--- config.mk ---
export PLATFORM = sky130hd
export DESIGN_NAME = write_back_stage
export DESIGN_NICKNAME = d
export VERILOG_FILES = /design/src/rtl/write_back_stage.sv
export SDC_FILE = /design/constraint.sdc
export NUM_CORES = 1
export LEC_CHECK = 0
export CAP_MARGIN = 20
export CORE_AREA = 2 2 128 130
export CTS_BUF_LIST = sky130_fd_sc_hd__clkbuf_4 sky130_fd_sc_hd__clkbuf_8
export DETAILED_ROUTE_END_ITERATION = 8
export DIE_AREA = 0 0 130 132
export HOLD_SLACK_MARGIN = 0.05
export PLACE_DENSITY = 0.8
export REMOVE_ABC_BUFFERS = 1
export SETUP_SLACK_MARGIN = 0.2
export SYNTH_ARGS = -nofsm -noshare
export SYNTH_HDL_FRONTEND = slang
export SYNTH_SLANG_ARGS = --single-unit
export TNS_END_PERCENT = 5
--- constraint.sdc ---
create_clock -name clk -period 3.3 [get_ports clk]
set_input_delay 0.99 -clock clk [delete_from_list [all_inputs] [get_ports clk]]
set_output_delay 0.99 -clock clk [all_outputs]
set_load 0.005 [all_outputs]
--- src/rtl/write_back_stage.sv ---
// MEM/WB write-back: selects ALU / formatted load / PC+step / U-imm into rd, counts retired ops.
// Latency 1 edge after accept (or after late load data); in_ready drops only while waiting on load data.
module write_back_stage #(
    parameter int XLEN    = 32,
    parameter int PC_STEP = 4,
    parameter int AW      = $clog2(XLEN/8)
) (
    input  logic            clk,
    input  logic            rst,
    input  logic            flush,
    input  logic            in_valid,
    output logic            in_ready,
    input  logic [1:0]      in_wb_sel,
    input  logic            in_rd_en,
    input  logic [4:0]      in_rd_addr,
    input  logic [XLEN-1:0] in_alu_out,
    input  logic [XLEN-1:0] in_pc,
    input  logic [XLEN-1:0] in_u_imm,
    input  logic [2:0]      in_ld_funct3,
    input  logic [AW-1:0]   in_ld_addr_lo,
    input  logic            mem_rsp_valid,
    input  logic [XLEN-1:0] mem_rsp_data,
    output logic            rd_we,
    output logic [4:0]      rd_addr,
    output logic [XLEN-1:0] rd_wdata,
    output logic            load_err,
    output logic            busy,
    output logic [63:0]     instret
);
    typedef enum logic {IDLE, WAIT} state_t;

    localparam logic [1:0] SEL_ALU  = 2'b00;
    localparam logic [1:0] SEL_LOAD = 2'b01;
    localparam logic [1:0] SEL_PC   = 2'b10;

    state_t          state;
    logic            p_rd_en;
    logic [4:0]      p_rd_addr;
    logic [2:0]      p_funct3;
    logic [AW-1:0]   p_addr_lo;

    logic            accept;
    logic            c_fire;
    logic            c_is_load;
    logic            c_en;
    logic [4:0]      c_addr;
    logic [2:0]      c_f3;
    logic [AW-1:0]   c_lo;
    logic [XLEN-1:0] c_data;
    logic            c_err;
    logic [XLEN-1:0] sh;
    logic [XLEN-1:0] ld_val;
    logic            ld_err;
    logic [XLEN-1:0] nl_val;

    assign in_ready = (state == IDLE);
    assign busy     = (state == WAIT);
    assign accept   = in_valid & in_ready & ~flush;

    // In WAIT the commit comes from the held load fields, otherwise straight from the inputs.
    always_comb begin
        c_is_load = 1'b1;
        c_en      = p_rd_en;
        c_addr    = p_rd_addr;
        c_f3      = p_funct3;
        c_lo      = p_addr_lo;
        c_fire    = 1'b0;
        if (state == IDLE) begin
            c_is_load = (in_wb_sel == SEL_LOAD);
            c_en      = in_rd_en;
            c_addr    = in_rd_addr;
            c_f3      = in_ld_funct3;
            c_lo      = in_ld_addr_lo;
            c_fire    = accept & (~c_is_load | mem_rsp_valid);
        end else begin
            c_fire    = ~flush & mem_rsp_valid;
        end
    end

    always_comb begin
        sh     = mem_rsp_data >> {c_lo, 3'b000};
        ld_val = sh;
        ld_err = 1'b0;
        case (c_f3)
            3'b000: ld_val = XLEN'($signed(sh[7:0]));
            3'b100: ld_val = XLEN'(sh[7:0]);
            3'b001: begin ld_val = XLEN'($signed(sh[15:0])); ld_err = c_lo[0]; end
            3'b101: begin ld_val = XLEN'(sh[15:0]);          ld_err = c_lo[0]; end
            3'b010: begin ld_val = XLEN'($signed(sh[31:0])); ld_err = (c_lo[1:0] != 2'b00); end
            3'b110: begin
                ld_val = XLEN'(sh[31:0]);
                ld_err = (XLEN != 64) || (c_lo[1:0] != 2'b00);
            end
            3'b011: ld_err = (XLEN != 64) || (c_lo != '0);
            default: ld_err = 1'b1;
        endcase
    end

    always_comb begin
        case (in_wb_sel)
            SEL_ALU: nl_val = in_alu_out;
            SEL_PC:  nl_val = in_pc + XLEN'(PC_STEP);
            default: nl_val = in_u_imm;
        endcase
        c_data = c_is_load ? ld_val : nl_val;
        c_err  = c_is_load & ld_err;
    end

    always_ff @(posedge clk) begin
        if (rst) begin
            state     <= IDLE;
            rd_we     <= 1'b0;
            rd_addr   <= 5'd0;
            rd_wdata  <= '0;
            load_err  <= 1'b0;
            instret   <= 64'd0;
            p_rd_en   <= 1'b0;
            p_rd_addr <= 5'd0;
            p_funct3  <= 3'd0;
            p_addr_lo <= '0;
        end else begin
            rd_we    <= 1'b0;
            load_err <= 1'b0;
            if (accept) begin
                p_rd_en   <= in_rd_en;
                p_rd_addr <= in_rd_addr;
                p_funct3  <= in_ld_funct3;
                p_addr_lo <= in_ld_addr_lo;
                if (in_wb_sel == SEL_LOAD && !mem_rsp_valid)
                    state <= WAIT;
            end
            if (state == WAIT && (flush || mem_rsp_valid))
                state <= IDLE;
            if (c_fire) begin
                load_err <= c_err;
                if (!c_err) begin
                    instret <= instret + 64'd1;
                    // Address/data only move on a real write so they hold otherwise.
                    if (c_en && c_addr != 5'd0) begin
                        rd_we    <= 1'b1;
                        rd_addr  <= c_addr;
                        rd_wdata <= c_data;
                    end
                end
            end
        end
    end
endmodule

After elaboration in Yosys (flattened, before gate mapping)
Cells that the tools add are included.
{"block": "totals", "register_bits": 115, "latch_bits": 0, "mem_bits_rw": 0, "rom_bits": 0, "input_bits": 146, "elab_cells": 58, "n_memories": 0}
{"block": "classes", "add_sub_neg": 2, "n_mul": 0, "n_div": 0, "order_cmp": 0, "n_eq_ne": 6, "n_shift": 1, "muxes": 11, "bitwise": 11, "n_reduce_logical": 17}
{"cell": "$pmux 32 s4", "n": 1}
{"cell": "$add 64x1->64 const B", "n": 1}
{"cell": "$pmux 32 s2", "n": 1}
{"cell": "$add 32x3->32 const B", "n": 1}
{"cell": "$mux 32", "n": 1}
{"cell": "$shr 32x5->32", "n": 1}
{"cell": "$reduce_or 2->1", "n": 4}
{"cell": "$eq 3x3->1 const B", "n": 2}
{"cell": "$and 1x1->1", "n": 5}
{"cell": "$mux 5", "n": 1}
{"cell": "$not 1->1", "n": 5}
{"cell": "$reduce_bool 5->1", "n": 1}
{"cell": "$mux 1", "n": 4}
{"cell": "$reduce_and 2->1", "n": 2}
{"cell": "$eq 3x1->1 const B", "n": 1}
{"cell": "$eq 3x2->1 const B", "n": 1}
{"cell": "$logic_and 1x1->1", "n": 3}
{"cell": "$logic_not 3->1", "n": 1}
{"cell": "$mux 3", "n": 1}
{"cell": "$pmux 1 s3", "n": 1}
{"cell": "$reduce_and 3->1", "n": 1}
{"cell": "$reduce_or 3->1", "n": 1}
{"cell": "$eq 2x1->1 const B", "n": 1}
{"cell": "$eq 2x2->1 const B", "n": 1}
{"cell": "other kinds (6)", "n": 6}

Logic depth before layout (Yosys ltp)
Gate-level depths: netlist of the first run.
{"block": "depth", "ltp_word": 7, "mapped_depth": 9, "depth_no_buf": 7}

Worst setup path after synthesis of the first run
OpenSTA, ideal clock, no wires.
{"block": "synth_timing", "path_type": "input to register", "from": "in in_wb_sel[0]", "to": "reg rd_wdata[20]", "setup_ns": 0.101, "arrival_ns": 2.674, "slack_ns": 0.525, "stages": 7, "path_cell_list": "clkbuf_1 nand2b_1 a21oi_1 nor4_2 nand2_1 clkbuf_1 o41ai_1"}
{"block": "synth_via", "elab_chain_cells": 6, "word_cells_on_any_way": 13, "cone_classes": "2 x eq/ne; 4 x mux; 5 x bitwise; 2 x reduce/logical"}
{"element": "start: declaration", "line_no": "13", "rtl": "input logic [1:0] in_wb_sel,"}
{"element": "$eq 2x1->1", "line_no": "69", "rtl": "c_is_load = (in_wb_sel == SEL_LOAD);"}
{"element": "$not 1->1", "line_no": "74", "rtl": "c_fire = accept & (~c_is_load | mem_rsp_valid);"}
{"element": "$or 1x1->1", "line_no": "74"}
{"element": "$and 1x1->1", "line_no": "74"}
{"element": "$mux 1", "line_no": "68", "rtl": "if (state == IDLE) begin"}
{"element": "$reduce_and 3->1 (no line)"}
{"element": "end signal: assignment", "line_no": "142", "rtl": "rd_wdata <= c_data;"}
{"element": "end: declaration", "line_no": "25", "rtl": "output logic [XLEN-1:0] rd_wdata,"}
Several ways; a longest one is shown, not always the timed one.
A chain may end at the register's enable or synchronous reset.

Worst setup path in the final report of the first run
{"block": "layout_timing", "from": "in in_wb_sel[1]", "to": "reg rd_wdata[17]"}
The elaborated chain is that of the path after synthesis.

==> summary.txt, run 1 <==
adder-cell share of the synthesized area = 0.357%
XOR/XNOR share of the synthesized area = 6.88%
# diodes = 0
# fillers = 1353
Post-DP Area = 9960 um^2
hold crit path type = reg2reg
worst r2r src = instret[42]
Max Root-Sink Buffers = 2
pre-CTS worst setup slack = -0.0856 ns
top-area cell type share of the netlist area = 32.9%
H-tree depth reported by CTS = 4
Clock Power Share = 39.3%
r2r setup slk = 0.84 ns
Worst path slowest cell = clkdlybuf4s50_1
vias = 8093
die height = 132 um
leading area contributor after synthesis = dfxtp_1
full die area = 17200 um^2
r2r worst-path depth = 6
Post-Synthesis Cells = 919
crit-path max FO = 7
post-synthesis sequential area ratio = 32.9%
max_cap viols = 0
dpl hpwl = 18800 um
worst vdd ir = 0.261 mV
LEAKAGE = 3.62 nW
r2r endpoint = instret[57]
port bufs = 250
num ports = 251
drt first pass iters = 5
final worst slack = 0.360 ns
endpoints failing setup = 0
TritonCTS clock tree = done
area grow syn2layout = 48.1%
Compound-Gate Fraction of Synth Area = 20.5%
Unique masters post-synth = 55
share of layout cells above drive strength 1 = 8.62%
root buffer cell = clkbuf_8
kind of critical path = in2reg
CTS Buf Count = 17
Post-Layout Inst Area = 10400 um^2
count of state elements after synthesis = 115
Post-synth EDFFs = 0
Slew headroom = 58.3%
Worst-path clk slew = 0.07 ns
Final TNS setup = 0 ns
fmax = 340 MHz
synth warn = 0
synth top area cells = dfxtp_1, a21oi_1, nor2_1, nand2_1, mux2i_1
vias in the first global route = 7664
DR WL/cell = 17.2 um
crit-path cells = clkdlybuf4s50_1 > nand2b_1 > a21oi_1 > nor4_2 > and2_1 > nand2b_1 > o32ai_1
largest net degree at the start of global routing = 68
drt total wl = 24200 um
post-synthesis simple-gate area fraction = 30.1%
global-route wire length before repair = 38500 um
initial core utilization = 44.6%
worst stage delay on the critical path = 0.47 ns
dominant synthesized flop cell = dfxtp_1
first-iteration detailed-routing DRC count = 604
WP data arrival = 3.29 ns
CP endpoint kind = register
Synth Cell Area = 7000 um^2
CORE AREA = 15700 um^2
syn avg cell area = 7.62 um^2
final clock skew = 0.0104 ns
GPL Wtd Cong = 0.960
Critical Path Start Type = input port
Worst Tran Pin Value = 0.626 ns
max-slew violation count = 0
Hold Fails Final Rpt = 0
largest family of logic cells by synthesized area = simple AND/OR/NAND/NOR gates
Async S/R FF share, synth = 0%
fin crit period = 2.94 ns
Remaining DRCs = 0
Skew-Pair Late Insertion Delay = 0.44 ns
P per Cell Area = 325 nW/um^2
Die X = 130 um
grt ovf = 0
final net count = 1330
top-count cell post-synth = dfxtp_1
RSZ-0062 raised after global routing = false
multiplexer share of the synthesized area = 5.09%
final period utilization = 89.1%
sequential share of power = 42.6%
Worst Hold Endpoint = rd_wdata[12]
Net Sw Frac = 26.0%
Clock Sinks = 115
Hold Crit Depth = 2
Combinational Power Share = 18.2%
top cells by count, synth = dfxtp_1, nor2_1, a21oi_1
Crit path required time = 3.65 ns
Antenna Nets Post-Route = 0
Hold Crit Start = rd_wdata[12]
crit-path most repeated cell = nand2b_1
Vias per Instance = 5.74
Pint = 2.49 mW
Rows = 46
P_sw = 0.876 mW
antenna violations before repair = 1
status = complete, no violations
total track usage = 28.1%
-- metal layers --
metal,track usage (%),share of wire (%),vias up
met5,0,0.050,-
met4,10.7,3.2,2
met1,32.6,38,3774
li1,-,-,3891
met3,8.16,8.2,58
met2,48.4,50,368
-- flip-flops by register name (all words and copies together), names as in the netlist --
register,count
instret,64
rd_wdata,32
p_rd_addr,5
rd_addr,5
p_funct3,3
p_addr_lo,2
busy,1
load_err,1
p_rd_en,1
rd_we,1
-- per-stage QoR --
stage / hold slack, ns / utilization [%] / total power [mW] / instances
finish: 0.459 / 66.0 / 3.37 / 1411
global route: 0.481 / 66.0 / 3.51 / 1411
CTS: 0.455 / 66.0 / 3.38 / 1411
detailed placement: 0.446 / 63.4 / 2.07 / 1379
global placement: 0.443 / 63.4 / 2.07 / 1379
floorplan: 0.442 / - / 1.68 / 864
-- repair_timing --
item / 4_1_cts / 5_1_grt
setup buffers: 0 / 0
hold buffers: 0 / 0
setup endpoints to repair: 0 / 1
gates resized for setup: 0 / 1
-- worst max-delay path, delay by kind of cell --
family                 cells  cell delay [ns]
buffers and inverters      1             0.47
AOI/OAI and AO/OA          2             0.59
and+or+nand+nor            4             1.25
-- placed cells by master (no fill, tap or decap), types with 3 or more instances in the layout --
cell type / synthesis / final
clkdlybuf4s50_1: 0 / 248
dfxtp_1: 115 / 114
nor2_1: 104 / 103
a21oi_1: 96 / 96
nand2_1: 92 / 92
buf_4: 1 / 47
o21ai_0: 43 / 43
a211oi_1: 40 / 40
nand3_1: 39 / 38
xor2_1: 35 / 35
or3_1: 32 / 32
mux2i_1: 32 / 32
nand4_1: 30 / 30
clkbuf_8: 0 / 21
xnor2_1: 20 / 20
inv_1: 19 / 19
nand3b_1: 17 / 17
nor3_1: 16 / 16
and3_1: 15 / 15
o41ai_1: 13 / 13
nor4_1: 12 / 12
o31ai_1: 10 / 10
and4_1: 8 / 8
o22ai_1: 8 / 8
nor2b_1: 9 / 8
or4_1: 7 / 7
o221ai_1: 6 / 6
clkinv_2: 0 / 6
and2_1: 5 / 5
a2bb2oi_1: 5 / 5
nand2b_1: 4 / 4
o32ai_1: 4 / 4
buf_12: 0 / 3
-- how the worst max path moves through the flow --
stage / startpoint / to / slack [ns] / cells after the start
after global routing: in_wb_sel[1] / rd_wdata[2] / 0.21 / 8
final: in_wb_sel[1] / rd_wdata[17] / 0.36 / 7
after CTS: in_wb_sel[1] / instret[38] / 0.37 / 8
after detailed placement: in_wb_sel[1] / instret[38] / -0.09 / 8
after floorplan: busy / rd_wdata[18] / -0.44 / 6
after global placement: in_wb_sel[1] / instret[38] / 0.01 / 8
-- cell families after synthesis --
family / after synthesis
compound gates: 233
xor+xnor: 55
fa+ha+maj: 2
buf+inv: 74
flops: 115
mux: 35
simple gates: 405
-- layout make-up --
class	instances	area, um^2	area share [%]
multi-input cells	730	4420	42.7
repair buffers	299	2900	28.0
flip-flops and latches	115	2300	22.2
clock buffers	22	297	2.86
well taps	216	270	2.61
clock inverters	10	105	1.01
inverters	19	71.3	0.688
-- power by group through the flow --
stage | logic (mW) | clock network [mW] | registers, mW
6_report | 0.612 | 1.32 | 1.43
5_1_grt | 0.662 | 1.41 | 1.44
4_1_cts | 0.609 | 1.34 | 1.43
3_5_place_dp | 0.607 | 0 | 1.46
3_3_place_gp | 0.602 | 0 | 1.46
2_1_floorplan | 0.221 | 0 | 1.46
(Power assumes the default switching activity.)
==> run 2, diff against run 1 <==
--- a/config.mk
+++ b/config.mk
@@ -5,6 +5,7 @@
 export SDC_FILE = /design/constraint.sdc
 export NUM_CORES = 1
 export LEC_CHECK = 0
+export ABC_CLOCK_PERIOD_IN_PS = 3300
 export CAP_MARGIN = 20
 export CORE_AREA = 2 2 128 130
 export CTS_BUF_LIST = sky130_fd_sc_hd__clkbuf_4 sky130_fd_sc_hd__clkbuf_8
==> results of run 2 <==
The final DEF is identical to that of run 1; final timing and power are the same.
